## config.mk

```make
export PLATFORM = sky130hd
export DESIGN_NAME = sreg_rx
export DESIGN_NICKNAME = d
export VERILOG_FILES = /design/src/rtl/sreg_rx.sv
export SDC_FILE = /design/constraint.sdc
export NUM_CORES = 1
export LEC_CHECK = 0
export ABC_AREA = 1
export BUFFER_PORTS_ARGS = -buffer_cell sky130_fd_sc_hd__buf_4
export CORE_MARGIN = 5
export CORE_UTILIZATION = 61
export DETAILED_ROUTE_END_ITERATION = 6
export PLACE_DENSITY = 0.82
export SYNTH_ARGS = -nofsm -noshare
export SYNTH_HDL_FRONTEND = slang
export SYNTH_SLANG_ARGS = --single-unit
```

## constraint.sdc

```tcl
create_clock -name sclk -period 2.4 [get_ports sclk]
set_clock_uncertainty 0.15 [all_clocks]
set_input_delay 0 -clock sclk [delete_from_list [all_inputs] [get_ports sclk]]
set_output_delay 0 -clock sclk [all_outputs]
set_load 0.02 [all_outputs]
```

## src/rtl/sreg_rx.sv

```systemverilog
// sreg_rx: serial-to-parallel receiver for 2-bit symbols, LSB symbol first.
// A word is NSYM = WORD_W/2 symbols and starts on a symbol flagged with
// frame_start. Completed words go into a single-entry output register that
// uses a valid/ready handshake.
// Optional build macro SREG_RX_PARITY_EN: each word is followed by one
// parity symbol (odd parity carried in sin_data[0]), and the result is
// reported on perr.
// Ports:
//   sclk, rst_n      clock, synchronous active-low reset
//   sin_valid        sin_data/frame_start are meaningful this cycle
//   sin_data[1:0]    incoming symbol
//   frame_start      first symbol of a word
//   out_valid        data_out holds a word (registered)
//   out_ready        consumer takes the word when out_valid && out_ready
//   data_out         assembled word (registered)
//   perr             parity error for data_out (registered; 0 without parity)
//   overrun          sticky: a completed word was dropped
//   frag_err         sticky: a partial word was cut short by frame_start
//   err_clr          clears overrun and frag_err
//   busy             a word is in progress (registered)
module sreg_rx #(
  parameter int unsigned WORD_W = 42
) (
  input  logic              sclk,
  input  logic              rst_n,
  input  logic              sin_valid,
  input  logic [1:0]        sin_data,
  input  logic              frame_start,
  output logic              out_valid,
  input  logic              out_ready,
  output logic [WORD_W-1:0] data_out,
  output logic              perr,
  output logic              overrun,
  output logic              frag_err,
  input  logic              err_clr,
  output logic              busy
);

  localparam int unsigned NSYM  = WORD_W / 2;
  localparam int unsigned CNT_W = $clog2(NSYM + 1);

  typedef enum logic [1:0] {
    IDLE,
    RECV
`ifdef SREG_RX_PARITY_EN
    , PAR
`endif
  } state_t;

  state_t              state;
  state_t              state_nxt;
  logic [CNT_W-1:0]    cnt;
  logic [WORD_W-1:0]   sh;
  logic [WORD_W-1:0]   shifted_c;
  logic [WORD_W-1:0]   done_word_c;
  logic                start_c;
  logic                shift_c;
  logic                done_c;
  logic                load_c;
  logic                drop_c;
  logic                frag_c;

  // State register
  always_ff @(posedge sclk) begin
    if (!rst_n) begin
      state <= IDLE;
    end else begin
      state <= state_nxt;
    end
  end

  // Next state, symbol acceptance and word completion
  always_comb begin
    state_nxt = state;
    start_c   = sin_valid && frame_start;
    shift_c   = 1'b0;
    done_c    = 1'b0;
    shifted_c = {sin_data, sh[WORD_W-1:2]};
    case (state)
      IDLE: begin
        if (start_c) begin
          state_nxt = RECV;
          shift_c   = 1'b1;
        end
      end
      RECV: begin
        if (start_c) begin
          shift_c = 1'b1;
        end else if (sin_valid) begin
          shift_c = 1'b1;
          if (cnt == CNT_W'(NSYM - 1)) begin
`ifdef SREG_RX_PARITY_EN
            state_nxt = PAR;
`else
            state_nxt = IDLE;
            done_c    = 1'b1;
`endif
          end
        end
      end
`ifdef SREG_RX_PARITY_EN
      PAR: begin
        if (start_c) begin
          state_nxt = RECV;
          shift_c   = 1'b1;
        end else if (sin_valid) begin
          state_nxt = IDLE;
          done_c    = 1'b1;
        end
      end
`endif
      default: state_nxt = IDLE;
    endcase
  end

`ifdef SREG_RX_PARITY_EN
  // In PAR the word is already fully assembled in sh
  assign done_word_c = sh;
`else
  // The completing symbol is still on sin_data
  assign done_word_c = shifted_c;
`endif

  assign load_c = done_c && (!out_valid || out_ready);
  assign drop_c = done_c && out_valid && !out_ready;
  assign frag_c = start_c && (state != IDLE);

  // Shift register, symbol count, output register and sticky flags
  always_ff @(posedge sclk) begin
    if (!rst_n) begin
      sh        <= '0;
      cnt       <= '0;
      data_out  <= '0;
      out_valid <= 1'b0;
      overrun   <= 1'b0;
      frag_err  <= 1'b0;
      busy      <= 1'b0;
    end else begin
      if (shift_c) begin
        sh <= shifted_c;
      end
      if (start_c) begin
        cnt <= CNT_W'(1);
      end else if (shift_c) begin
        cnt <= cnt + CNT_W'(1);
      end

      if (load_c) begin
        data_out  <= done_word_c;
        out_valid <= 1'b1;
      end else if (out_ready) begin
        out_valid <= 1'b0;
      end

      // Set events take priority over err_clr
      if (drop_c) begin
        overrun <= 1'b1;
      end else if (err_clr) begin
        overrun <= 1'b0;
      end
      if (frag_c) begin
        frag_err <= 1'b1;
      end else if (err_clr) begin
        frag_err <= 1'b0;
      end

      busy <= (state_nxt != IDLE);
    end
  end

`ifdef SREG_RX_PARITY_EN
  // Odd parity: the data bits plus the parity bit must XOR to 1
  always_ff @(posedge sclk) begin
    if (!rst_n) begin
      perr <= 1'b0;
    end else if (load_c) begin
      perr <= ~(^sh ^ sin_data[0]);
    end
  end
`else
  assign perr = 1'b0;
`endif

endmodule
```

; ---- After elaboration in Yosys (flattened, before gate mapping)
; Cells that the tools add are included.
[totals]
regBits = 95
inputBits = 8
output_inout_bits = 47
elab_cells = 49
[op_classes]
n_addsub = 1
eq_ne = 2
n_mux = 20
n_bitwise = 1
n_reduce_logical = 16
[ops]
columns = operator, count
row1 = two-way mux 1 bit, 14
row2 = nonzero test 2 bit, 6
row3 = two-way mux 2 bit, 4
row4 = "adder 5 x 1 -> 5 bit, second input constant", 1
row5 = "== test 5 bit, second input constant", 1
row6 = logical AND 1 bit, 5
row7 = case mux 2 bit (2 select lines), 1
row8 = "== test 2 x 1 -> 1 bit, second input constant", 1
row9 = zero test 1 bit, 2
row10 = zero test 2 bit, 1
row11 = case mux 1 bit (2 select lines), 1
row12 = OR reduction 2 bit, 1
row13 = logical OR 1 bit, 1
row14 = NOT 1 bit, 1

; ---- Longest topological paths before layout
[logic_depth]
ltp_word = 8
depth_mapped = 9

; ---- Least setup slack after synthesis
; Ideal clock, no wire load.
[synth_path]
path_kind = reg-to-reg
startpoint = register cnt[0]
endpoint = register data_out[0]
setup_time_ps = 64
t_arrival_ps = 1246
slack_ps = 940
stages_incl_launch_ff = 10
path_buffers = 1
synth_period_minus_slack_ps = 1460
path_cell_list = dfxtp_1 > inv_1 > ha_1 > nand3_1 > nor2_4 > nand3_4 > buf_6 > nand2_1 > inv_1 > nor2_1
[synth_between]
elab_chain_cells = 6
[synth_rtl]
columns = element, line
row1 = start: declaration, 52  ; logic [CNT_W-1:0] cnt;
row2 = start signal: assignment, 145  ; cnt <= cnt + CNT_W'(1);
row3 = == test 5 bit, 91  ; if (cnt == CNT_W'(NSYM - 1)) begin
row4 = two-way mux 1 bit, 91
row5 = two-way mux 1 bit, 89  ; end else if (sin_valid) begin
row6 = two-way mux 1 bit, 87  ; if (start_c) begin
row7 = two-way mux 1 bit, 79  ; case (state)
row8 = logical AND 1 bit, 124  ; assign load_c = done_c && (!out_valid || out_ready);
row9 = end signal: assignment, 149  ; data_out <= done_word_c;
row10 = end: declaration, 31  ; output logic [WORD_W-1:0] data_out,
; No other way between the ends.
; A chain may end at the register's enable or synchronous reset.

; ---- Worst setup path in the final report
[layout_path]
startpoint = register cnt[0]
endpoint = register data_out[17]
; Same word-level chain as after synthesis.

==> run metrics <==
Internal 2.02 mW; Num CTS Buffers 9; CP Launch Type flip-flop; routed vias 3330; worst endpoint required time 2550 ps; Die W 90.5 um; Seq cells post-synth 93; RSZ-0062 raised after global routing false; vias in the first global route 3118; pwr/cell area 588 nW/um^2; fin area 4560 um^2; Cell Rows 29; worst hold slack 26.7 ps; Hold Fails Final Rpt 0; Switch Pwr 666 uW; Worst-Skew Late Latency 360 ps; data arrival time of the worst path 1980 ps; DR vias/cell 4.85; Worst-path clk slew 90 ps; final setup violating endpoints 0; worst-margin pin slew 714 ps; H-tree Lvls 3; Diodes inserted 0; DIE HEIGHT 90.5 um; switch share 24.8%; post-layout min period 1840 ps; synthesized area 3950 um^2; CTS Buffer Depth 2; maxcap violations 0; commonest cells after routing, fill and taps aside 138 x inv_1, 102 x nand2_1, 93 x dfxtp_1; first-pass GRT wire length 13.4 mm; antenna violations before repair 0; status finished clean; GR Overflow Total 0; Finished Layout Cells 686; Synth Instances 562; period utilization 76.5%; most common cell after layout, fill and taps aside inv_1; Max FO, Critical Path 43; Routed Antenna Nets 0; sequential power share 59.8%; wire per inst 11.0 um; placed cells 664; Placement Cell Area 4340 um^2; Clock power frac 34.1%; Clock Sinks 93; Starting DRT DRC Count 232; Final Slew Violations 0; PortBufs 53; Distinct cells, synth 23; Starting Density 62.5%; Leak Pwr 2.07 nW; clk root buf clkbuf_8; Setup Total Neg Slack 0 ps; GRT Total Usage 19.1%; largest net degree at the start of global routing 86; Layout Nets 614; DIE AREA 8180 um^2; 1st-pass router iterations 4; Peak supply drop 0.401 mV; routed wire length 7.55 mm; post-layout util 72.3%; share of cells above drive strength 1 13.0%; DRC 0; maximum clock rate 0.544 GHz; Setup WS post-layout 563 ps; TritonCTS clock tree yes; Yosys warning total 0; crit path kind reg -> reg; pre-CTS setup slack 580 ps; Comb pwr share 6.1%; Worst slew margin 52.2%; area grow syn2layout 15.6%; critical path capture point type flip-flop; DP HPWL 4.81 mm; Synth Area per Inst 7.03 um^2; sequential share of the synthesized area 47.1%; worst hold path class in -> reg; core area 6310 um^2; # IOs 55; GP Congestion 0.826; total design power 2.68 mW
==> worst max-delay path, stage by stage (launching register included) <==
cell     delay, ps
dfxtp_1        350
inv_1           80
ha_1           140
nand3_1        130
nor2_4         160
nand3_4        400
nand2_1        180
inv_1           60
nor2_1         100
==> cell families (layout without fill, tap and decap cells) <==
group                    after synthesis  after routing  synth area share (%)
AO/OA/AOI/OAI                         93             93                  11.9
adder cells (fa/ha/maj)                2              2                 0.634
buffers and inverters                174            220                  17.7
other                                  1              2                0.0950
XOR/XNOR                               1              1                 0.222
AND/OR/NAND/NOR                      198            198                  22.3
flip-flops                            93             93                  47.1
==> synth_stat cells (all sizes together) <==
cell / count / area [um^2]
conb: 1 / 3.75
a21oi: 48 / 240
dfxtp: 93 / 1860
nand4: 43 / 269
o21ai: 43 / 215
inv: 139 / 522
a211oi: 1 / 7.51
a31oi: 1 / 6.26
nand3: 4 / 32.5
clkbuf: 18 / 67.6
nand3b: 1 / 7.51
buf: 17 / 109
xor2: 1 / 8.76
nand2: 103 / 387
nor2: 47 / 186
ha: 2 / 25.0
==> worst paths after layout <==
kind,cells past startpoint,startpoint,to,slack [ps]
min,3,rst_n,data_out[14]$_SDFFE_PN0P_,30
max reg2reg,8,cnt[0]$_SDFFE_PN0P_,data_out[17]$_SDFFE_PN0P_,560
max,8,cnt[0]$_SDFFE_PN0P_,data_out[17]$_SDFFE_PN0P_,560
min reg2reg,2,sh[19]$_SDFFE_PN0P_,sh[19]$_SDFFE_PN0P_,320
==> final cells by class <==
class / count / area, um^2
clock inverter: 6 / 40.0
timing repair buffer: 65 / 515
inverter: 139 / 522
clock buffer: 10 / 128
tap: 77 / 96.3
fill: 519 / 1750
sequential: 93 / 1860
multi-input combinational: 296 / 1400
==> what timing repair did <==
action,CTS,global route
hold endpoints to repair,13,0
setup buffers,0,0
resized for setup,0,0
hold buffers,6,0
==> sequential cells by signal (all words and copies together) (netlist names) <==
register   count
sh            40
frag_err       1
state          2
out_valid      1
data_out      42
overrun        1
busy           1
cnt            5
==> routing by layer <==
metal	wire (um)	vias to the layer above	track usage, %
li1	-	1792	-
met1	3560	1447	23.7
met2	3470	78	32.0
met3	384	13	4.08
met4	145	0	8.19
met5	0	-	0
==> power groups by stage <==
stage	combinational (mW)	sequential (mW)	clock (mW)
6_report	0.164	1.60	0.914
5_1_grt	0.189	1.61	0.997
4_1_cts	0.164	1.60	0.926
3_5_place_dp	0.155	1.64	0
3_3_place_gp	0.153	1.64	0
2_1_floorplan	0.121	1.64	0
Note: power is estimated with default switching activity, not from simulation.
